### src/rtl/present_pkg.sv
// PRESENT-80 shared types, S-box tables, FSM encoding and key-schedule helpers.
// Latency: n/a (constants and pure functions only).
// Backpressure: n/a. Optional decrypt states are gated by PRESENT_DECRYPT_EN.
package present_pkg;

    localparam int ROUNDS = 31;
    localparam logic [4:0] LAST_RND = 5'(ROUNDS);

    typedef logic [63:0] present_state_t;
    typedef logic [79:0] present_key_t;

    localparam logic [3:0] SBOX [16] = '{
        4'hC, 4'h5, 4'h6, 4'hB, 4'h9, 4'h0, 4'hA, 4'hD,
        4'h3, 4'hE, 4'hF, 4'h8, 4'h4, 4'h7, 4'h1, 4'h2
    };

    localparam logic [3:0] SBOX_INV [16] = '{
        4'h5, 4'hE, 4'hF, 4'h8, 4'hC, 4'h1, 4'h2, 4'hD,
        4'hB, 4'h4, 4'h6, 4'h3, 4'h0, 4'h7, 4'h9, 4'hA
    };

`ifdef PRESENT_DECRYPT_EN
    typedef enum logic [2:0] {
        ST_IDLE   = 3'd0,
        ST_ENC    = 3'd1,
        ST_FINAL  = 3'd2,
        ST_KEYGEN = 3'd3,
        ST_DEC    = 3'd4
    } present_fsm_e;
`else
    typedef enum logic [2:0] {
        ST_IDLE   = 3'd0,
        ST_ENC    = 3'd1,
        ST_FINAL  = 3'd2
    } present_fsm_e;
`endif

    // Bit b of the S-layer output lands at position 16*b mod 63 (bit 63 fixed).
    // Multiplying by 16 modulo 63 is a 6-bit rotate-left by 4, which also maps 63 to 63.
    function automatic logic [5:0] p_pos(input logic [5:0] b);
        return {b[1:0], b[5:2]};
    endfunction

    // Forward key schedule step for round counter rc.
    function automatic present_key_t key_update(input present_key_t k, input logic [4:0] rc);
        present_key_t t;
        t          = {k[18:0], k[79:19]};
        t[79:76]   = SBOX[t[79:76]];
        t[19:15]   = t[19:15] ^ rc;
        return t;
    endfunction

    // Exact inverse of key_update for the same rc.
    function automatic present_key_t key_invupdate(input present_key_t k, input logic [4:0] rc);
        present_key_t t;
        t          = k;
        t[19:15]   = t[19:15] ^ rc;
        t[79:76]   = SBOX_INV[t[79:76]];
        t          = {t[60:0], t[79:61]};
        return t;
    endfunction

endpackage

### src/rtl/present_round.sv
// PRESENT round core: S-layer then P-layer, or P^-1 then S^-1 when dir=1 (PRESENT_DECRYPT_EN).
// Latency: purely combinational, zero cycles.
// Backpressure: none; the controller decides when the result is captured.
module present_round
    import present_pkg::*;
(
    input  logic           dir,
    input  present_state_t din,
    output present_state_t dout
);

    present_state_t s_out;
    present_state_t p_out;

    // Forward path: nibble-wise S-box followed by the bit permutation.
    always_comb begin
        s_out = '0;
        p_out = '0;
        for (int n = 0; n < 16; n++) begin
            s_out[n*4 +: 4] = SBOX[din[n*4 +: 4]];
        end
        for (int b = 0; b < 64; b++) begin
            p_out[p_pos(6'(b))] = s_out[6'(b)];
        end
    end

`ifdef PRESENT_DECRYPT_EN
    present_state_t pi_out;
    present_state_t si_out;

    // Inverse path: undo the permutation first, then the S-box.
    always_comb begin
        pi_out = '0;
        si_out = '0;
        for (int b = 0; b < 64; b++) begin
            pi_out[6'(b)] = din[p_pos(6'(b))];
        end
        for (int n = 0; n < 16; n++) begin
            si_out[n*4 +: 4] = SBOX_INV[pi_out[n*4 +: 4]];
        end
    end

    assign dout = dir ? si_out : p_out;
`else
    logic unused_dir;
    assign unused_dir = dir;
    assign dout       = p_out;
`endif

endmodule

### src/rtl/present80_round_ctrl.sv
// Iterative PRESENT-80 engine: one round per clock, on-the-fly key schedule; PRESENT_DECRYPT_EN adds decrypt.
// Latency: done_o 32 cycles after accept (encrypt), 63 cycles (decrypt: 31 keygen + 31 rounds + final).
// Backpressure: start_i only sampled in IDLE; starts while busy are dropped, nothing is queued.
module present80_round_ctrl
    import present_pkg::*;
(
    input  logic        clk,
    input  logic        rst_n,
    input  logic        start_i,
    input  logic [79:0] key_i,
    input  logic [63:0] data_i,
`ifdef PRESENT_DECRYPT_EN
    input  logic        dec_i,
`endif
    output logic        busy_o,
    output logic        done_o,
    output logic [63:0] data_o
);

    present_fsm_e   fsm_q;
    present_fsm_e   fsm_d;
    present_state_t state_q;
    present_key_t   key_q;
    logic [4:0]     ctr_q;

    present_state_t rnd_in;
    present_state_t rnd_out;
    logic           rnd_dir;

    // Control strobes decoded from the current FSM state.
    logic ld;
    logic st_upd;
    logic key_fwd;
    logic ctr_inc;
    logic fin;
`ifdef PRESENT_DECRYPT_EN
    logic key_inv;
    logic ctr_dec;
`endif

    assign rnd_in = state_q ^ key_q[79:16];

`ifdef PRESENT_DECRYPT_EN
    assign rnd_dir = (fsm_q == ST_DEC);
`else
    assign rnd_dir = 1'b0;
`endif

    present_round u_round (
        .dir  (rnd_dir),
        .din  (rnd_in),
        .dout (rnd_out)
    );

    // FSM state register.
    always_ff @(posedge clk or negedge rst_n) begin
        if (!rst_n) begin
            fsm_q <= ST_IDLE;
        end else begin
            fsm_q <= fsm_d;
        end
    end

    // Next-state logic: the counter value at each edge is the round being executed.
    always_comb begin
        fsm_d = fsm_q;
        case (fsm_q)
            ST_IDLE: begin
                if (start_i) begin
`ifdef PRESENT_DECRYPT_EN
                    fsm_d = dec_i ? ST_KEYGEN : ST_ENC;
`else
                    fsm_d = ST_ENC;
`endif
                end
            end
            ST_ENC: begin
                if (ctr_q == LAST_RND) fsm_d = ST_FINAL;
            end
`ifdef PRESENT_DECRYPT_EN
            ST_KEYGEN: begin
                if (ctr_q == LAST_RND) fsm_d = ST_DEC;
            end
            ST_DEC: begin
                if (ctr_q == 5'd1) fsm_d = ST_FINAL;
            end
`endif
            ST_FINAL: begin
                fsm_d = ST_IDLE;
            end
            default: begin
                fsm_d = ST_IDLE;
            end
        endcase
    end

    // Output decode; the counter saturates at its end value so it never wraps.
    always_comb begin
        ld      = 1'b0;
        st_upd  = 1'b0;
        key_fwd = 1'b0;
        ctr_inc = 1'b0;
        fin     = 1'b0;
`ifdef PRESENT_DECRYPT_EN
        key_inv = 1'b0;
        ctr_dec = 1'b0;
`endif
        case (fsm_q)
            ST_IDLE: begin
                ld = start_i;
            end
            ST_ENC: begin
                st_upd  = 1'b1;
                key_fwd = 1'b1;
                ctr_inc = (ctr_q != LAST_RND);
            end
`ifdef PRESENT_DECRYPT_EN
            ST_KEYGEN: begin
                key_fwd = 1'b1;
                ctr_inc = (ctr_q != LAST_RND);
            end
            ST_DEC: begin
                st_upd  = 1'b1;
                key_inv = 1'b1;
                ctr_dec = (ctr_q != 5'd1);
            end
`endif
            ST_FINAL: begin
                fin = 1'b1;
            end
            default: begin
                ld = 1'b0;
            end
        endcase
    end

    // Cipher state, key register and round counter.
    always_ff @(posedge clk or negedge rst_n) begin
        if (!rst_n) begin
            state_q <= '0;
            key_q   <= '0;
            ctr_q   <= '0;
        end else if (ld) begin
            state_q <= data_i;
            key_q   <= key_i;
            ctr_q   <= 5'd1;
        end else begin
            if (st_upd) state_q <= rnd_out;
            if (key_fwd) begin
                key_q <= key_update(key_q, ctr_q);
`ifdef PRESENT_DECRYPT_EN
            end else if (key_inv) begin
                key_q <= key_invupdate(key_q, ctr_q);
`endif
            end
            if (ctr_inc) ctr_q <= ctr_q + 5'd1;
`ifdef PRESENT_DECRYPT_EN
            if (ctr_dec) ctr_q <= ctr_q - 5'd1;
`endif
        end
    end

    // Registered handshake outputs; busy follows the next state so it drops in the done cycle.
    always_ff @(posedge clk or negedge rst_n) begin
        if (!rst_n) begin
            busy_o <= 1'b0;
            done_o <= 1'b0;
            data_o <= '0;
        end else begin
            busy_o <= (fsm_d != ST_IDLE);
            done_o <= fin;
            if (fin) data_o <= state_q ^ key_q[79:16];
        end
    end

endmodule

### config.mk
export PLATFORM = sky130hd
export DESIGN_NAME = present80_round_ctrl
export DESIGN_NICKNAME = d
export VERILOG_FILES = /design/src/rtl/present_pkg.sv /design/src/rtl/present_round.sv /design/src/rtl/present80_round_ctrl.sv
export SDC_FILE = /design/constraint.sdc
export NUM_CORES = 1
export LEC_CHECK = 0
export CAP_MARGIN = 15
export CORE_MARGIN = 2
export CORE_UTILIZATION = 48
export DETAILED_ROUTE_END_ITERATION = 12
export GPL_TIMING_DRIVEN = 0
export PLACE_DENSITY = 0.76
export SLEW_MARGIN = 40
export SYNTH_ARGS = -nofsm -noshare
export SYNTH_HDL_FRONTEND = slang
export SYNTH_SLANG_ARGS = --single-unit
### constraint.sdc
create_clock -name clk -period 2 [get_ports clk]
set_input_delay 0.6 -clock clk [delete_from_list [all_inputs] [get_ports clk]]
set_output_delay 0.6 -clock clk [all_outputs]
set_load 0.005 [all_outputs]
* After elaboration in Yosys (flattened, before gate mapping)
Memories as Yosys holds them, arrays and structs flattened.
Index checks and enable logic that the tools add are counted.
Widths: inputs -> output; s select.
** Cells by class
- Multiplexer cells :: 31
- Bitwise operators :: 11
- Add/sub/neg operators :: 1
- Equal/unequal tests :: 4
- Reductions and logical operators :: 4
- Order comparisons :: 9
** Operators by type and width (number)
- $mux 80 :: 2
- $mux 4 :: 18
- $mux 64 :: 1
- $xor 64x64->64 :: 1
- $mux 56 :: 1
- $ge 5x5->1 const B :: 9
- $not 4->5 :: 9
- $mux 5 :: 2
- $mux 3 :: 2
- $pmux 3 s2 :: 1
- $add 5x1->5 const B :: 1
- $eq 5x5->1 const B :: 1
- $ne 5x5->1 const B :: 1
- $xor 5x5->5 :: 1
- $mux 1 :: 4
- $reduce_bool 2->1 :: 2
- $eq 3x1->1 const B :: 1
- $eq 3x2->1 const B :: 1
- $logic_not 3->1 :: 1
- $reduce_bool 3->1 :: 1
** Storage, ports and cells
- Bits in read-only memories :: 576
- Bits of input ports :: 147
- Memories kept :: 9
- Word-level logic and storage cells :: 76
- Register bits :: 218
** Memory list
- (name not given) :: words 16, bits a word 4, read ports 1, clocked after memory_dff 0, wr ports 0, RTL line present_round.sv:20 : s_out[n*4 +: 4] = SBOX[din[n*4 +: 4]];
- (name not given) :: words 16, bits a word 4, read ports 1, clocked after memory_dff 0, wr ports 0, RTL line present_round.sv:20
- (name not given) :: words 16, bits a word 4, read ports 1, clocked after memory_dff 0, wr ports 0, RTL line present_round.sv:20
- (name not given) :: words 16, bits a word 4, read ports 1, clocked after memory_dff 0, wr ports 0, RTL line present_round.sv:20
- (name not given) :: words 16, bits a word 4, read ports 1, clocked after memory_dff 0, wr ports 0, RTL line present_round.sv:20
- (name not given) :: words 16, bits a word 4, read ports 1, clocked after memory_dff 0, wr ports 0, RTL line present_round.sv:20
- 3 more memories

* Logic depth before layout (Yosys ltp)
- Depth in word-level cells :: 7
- Mapped depth :: 8

* By module
From an unflattened synthesis, not the netlist that was laid out.
** Unflattened totals
- Cell total of the unflattened synthesis :: 1089
- Area, all modules :: 12319.3 um^2
** Modules (own cells, without submodules)
- present80_round_ctrl :: area each 10618.9 um^2, instances 1, cells each 904
- present_round :: area each 1700.4 um^2, instances 1, cells each 185

* Least setup slack after synthesis
No wires, ideal clock.
- Path type :: register -> register
- Start point :: register key_q[37]
- End point :: register state_q[37]
- Data required time :: 1879 ps
- Buffers on the path :: 0
- Slack :: 124 ps
- Stages on the path, launching flop included :: 7
- Data arrival time :: 1755 ps
- Clock period less this slack :: 1876 ps
- Cells stage by stage :: dfrtp_1 xnor2_1 inv_1 ha_1 mux4_2 nor2_1 nor2_1
** On the way
- Cells in the longest elaborated chain, start to end :: 7
** Ends and longest elaborated chain
- start: declaration :: RTL line present80_round_ctrl.sv:23 : present_key_t key_q;
- start signal: assignment :: RTL line present80_round_ctrl.sv:145 : key_q <= key_i;
- start signal: assignment :: RTL line present80_round_ctrl.sv:150 : key_q <= key_update(key_q, ctr_q);
- $xor 64x64->64
- net rnd_in[21] :: RTL line present80_round_ctrl.sv:26 : present_state_t rnd_in;
- $not 4->5 (implied by the code) :: RTL line present_round.sv:20
- $mem_v2 16x4
- $mux 4 (implied by the code) (2 in series) :: RTL line present_round.sv:20
- $mux 56 :: RTL line present80_round_ctrl.sv:148 : if (st_upd) state_q <= rnd_out;
- $mux 64 :: RTL line present80_round_ctrl.sv:143 : end else if (ld) begin
- end signal: assignment :: RTL line present80_round_ctrl.sv:144 : state_q <= data_i;
- end signal: assignment :: RTL line present80_round_ctrl.sv:148
- end: declaration :: RTL line present80_round_ctrl.sv:22 : present_state_t state_q;
The timed path passes the listed nets, and every way through them passes these cells. The select of a mux whose other input is x is not followed.
A chain may end at the register's enable or synchronous reset.

* Worst setup path in the final report
- Start point :: register key_q[25]
- End point :: register state_q[50]
The elaborated chain is that of the path after synthesis.

==> reports/qor.txt <==
outcome = complete, but fails checks
failing checks = negative setup slack
CTS buffer count = 25
non-filler cells, final = 1808
routability cong. = 0.979
Avg Vias per Cell = 6.13
slowest CP cell = dfrtp_2
critical path capture point type = flop
CTS clk-pin slew, worst paths = 0.07 ns
synth warn = 0
Slew @ Worst Pin = 0.773 ns
min cycle time layout = 2.02 ns
most common cell after layout, fill and taps aside = dfrtp_1
Util after Layout = 0.659
max_cap viols = 0
first-pass detailed-route iteration total = 5
CTS tree = built
post-synthesis register bit count = 218
antenna violations before repair = 0
remaining antenna violation count = 0
Root Driver = clkbuf_16
Vias = 11077
DPL Wire Length = 31600 um
DRT Wirelength = 43500 um
wire per inst = 24.1 um
delay-heaviest family, CP = compound AO/OA/AOI/OAI gates
Die Y-Extent = 161 um
DR iter-0 viols = 1116
Syn-to-layout area delta = 34.8%
Die X = 161 um
commonest cells after routing, fill and taps aside = dfrtp_1, clkdlybuf4s50_1, nor2_1, a21oi_1, o21ai_0
register area = 5470 um2
PnR worst setup slack = -0.0196 ns
crit path max fanout = 6
min-delay worst type = reg -> reg
die area = 26000 um2
Final Hold Fails = 0
Ports = 213
Pleak = 7.40 nW
layout cells sized above 1 = 0.140
RSZ-0062 raised after global routing = true
Synthesized Nets = 1383
row cnt = 57
GR Util All Layers = 0.328
Multi-input gate area = 6100 um2
CP arrival = 2.42 ns
antenna diode count = 0
relative slew slack = 0.484
peak supply drop = 0.000705 V
Starting Density = 0.489
H-Tree Depth = 1
GR Overflow Total = 0
Core ar. = 24300 um2
Critical Setup Path Class = reg -> reg
vias in the first global route = 10823
largest net degree at the start of global routing = 68
register area share after synthesis = 0.459
first-pass GRT wire length = 64600 um
crit-path max cell delay = 0.49 ns
clock latency at the later pin of the worst-skew pair = 0.53 ns
fillcell total = 1883
Post-Syn Instances = 1188
clock skew = 0.0122 ns
unique cell type count in the Yosys netlist = 54
Mapped Area = 11900 um2
area post-placement = 14500 um2
crit path buf inv count = 1
Final Instance Area = 16000 um2
worst path required time = 2.40 ns
CP Launch Type = flop
Syn Area/Cell = 10.0 um2
CP cell instances = xnor2_4 > inv_1 > ha_1 > mux2i_1 > a221oi_2 > o31ai_1
Power Dens Cells = 1210 nW/um2
final setup fails = 1
# placed instances = 1726
Max Slew Vio Count = 0
clock sinks = 218
fin nets = 1661
count of input and output buffers = 211
DRC = 0
fmax = 495 MHz
period utilization = 1.01
clock tree buffer depth = 3
[per-layer routing]
layer / routed length (um) / vias up / share of wire / GRT usage
met4: 2170 / 0 / 0.050 / 0.133
met3: 4340 / 119 / 0.10 / 0.0537
met5: 0 / - / 0 / 0
met1: 17400 / 5459 / 0.40 / 0.453
met2: 19700 / 661 / 0.45 / 0.517
li1: - / 4838 / - / -
[metrics by stage]
step	worst slack, ns	setup TNS [ns]	power, mW	hold WS, ns
after floorplan	0.124	0	10.9	0.304
after global placement	-9.03	-1970.30	13.2	0.504
after detailed placement	-0.414	-8.66	13.4	0.477
after CTS	-0.0443	-0.0443	18.8	0.521
after global routing	-0.0956	-0.208	20.3	0.522
final	-0.0196	-0.0196	19.4	0.488
[path summary, 6_finish.rpt]
check | from | endpoint | slack [ns] | cells past startpoint
worst max-delay path | key_q[25] | state_q[50] | -0.02 | 6
worst min-delay path | ctr_q[0] | ctr_q[0] | 0.49 | 1
worst max register to register | key_q[25] | state_q[50] | -0.02 | 6
worst min register to register | ctr_q[0] | ctr_q[0] | 0.49 | 1
max in group asynchronous | rst_n | key_q[24] | 0.47 | 4
min in group asynchronous | rst_n | ctr_q[0] | 0.53 | 2
[cell type report]
cell class / count / share of cell area
clock inverter: 11 / 0.0117
tap: 324 / 0.0253
sequential: 218 / 0.341
buffer: 94 / 0.0326
timing repair buffer: 251 / 0.158
multi-input combinational: 848 / 0.381
inverter: 28 / 0.00656
clock buffer: 34 / 0.0437
[where the power goes]
part	internal, mW	switching (mW)
combinational	3.68	3.77
sequential	5.36	1.57
clock	3.09	1.93
total	12.1	7.26
[cell usage after synthesis (all sizes together)]
cell type / number / area (um2)
dfrtp: 218 / 5460
nor2: 105 / 409
a21oi: 103 / 515
o21ai: 88 / 440
a22oi: 76 / 571
nor2b: 73 / 457
a31oi: 71 / 444
xnor2: 66 / 634
buf: 63 / 404
ha: 48 / 601
nand2: 37 / 139
a22o: 32 / 280
clkbuf: 31 / 116
inv: 28 / 105
mux2i: 20 / 200
nor3: 18 / 90.1
o22ai: 17 / 106
xor2: 16 / 140
mux4: 9 / 203
a211oi: 8 / 60.1
o31ai: 8 / 60.1
or2: 7 / 43.8
a221oi: 5 / 43.8
nand3b: 5 / 37.5
mux2: 4 / 45.0
a2111oi: 3 / 26.3
a2bb2oi: 3 / 26.3
and2: 3 / 21.3
nor4: 3 / 18.8
o221a: 3 / 33.8
a211o: 2 / 17.5
nand3: 2 / 10.0
nor3b: 2 / 31.3
a221o: 1 / 10.0
a311oi: 1 / 8.76
and3: 1 / 6.26
conb: 1 / 3.75
nand2b: 1 / 6.26
nand4: 1 / 6.26
nor4b: 1 / 23.8
o211ai: 1 / 7.51
o31a: 1 / 8.76
o32ai: 1 / 8.76
or3b: 1 / 11.3
[state kept, by name, summed over array words and instances, names as in the netlist]
signal	cells
key_q	80
done_o	1
data_o	64
fsm_q	3
ctr_q	5
state_q	64
busy_o	1
[repair_timing]
action	in CTS	in global routing
hold buffers	1	0
gates cloned	0	0
pin swaps	5	9
endpoints found under the hold margin	27	0
gates resized for setup	48	53
endpoints found under the setup margin	54	98
setup buffers	8	28
[logic make-up (layout without fill, tap and decap cells)]
| kind of cell | count (synthesis) | after routing | synth area share |
|---|---|---|---|
| simple gates | 260 | 260 | 0.110 |
| other cells | 1 | 1 | 0.000315 |
| mux | 33 | 33 | 0.0377 |
| xor+xnor | 82 | 82 | 0.0652 |
| fa+ha+maj | 48 | 48 | 0.0505 |
| compound gates | 424 | 424 | 0.225 |
| flops | 218 | 218 | 0.459 |
| buf+inv | 122 | 418 | 0.0526 |
(Power assumes the default switching activity.)
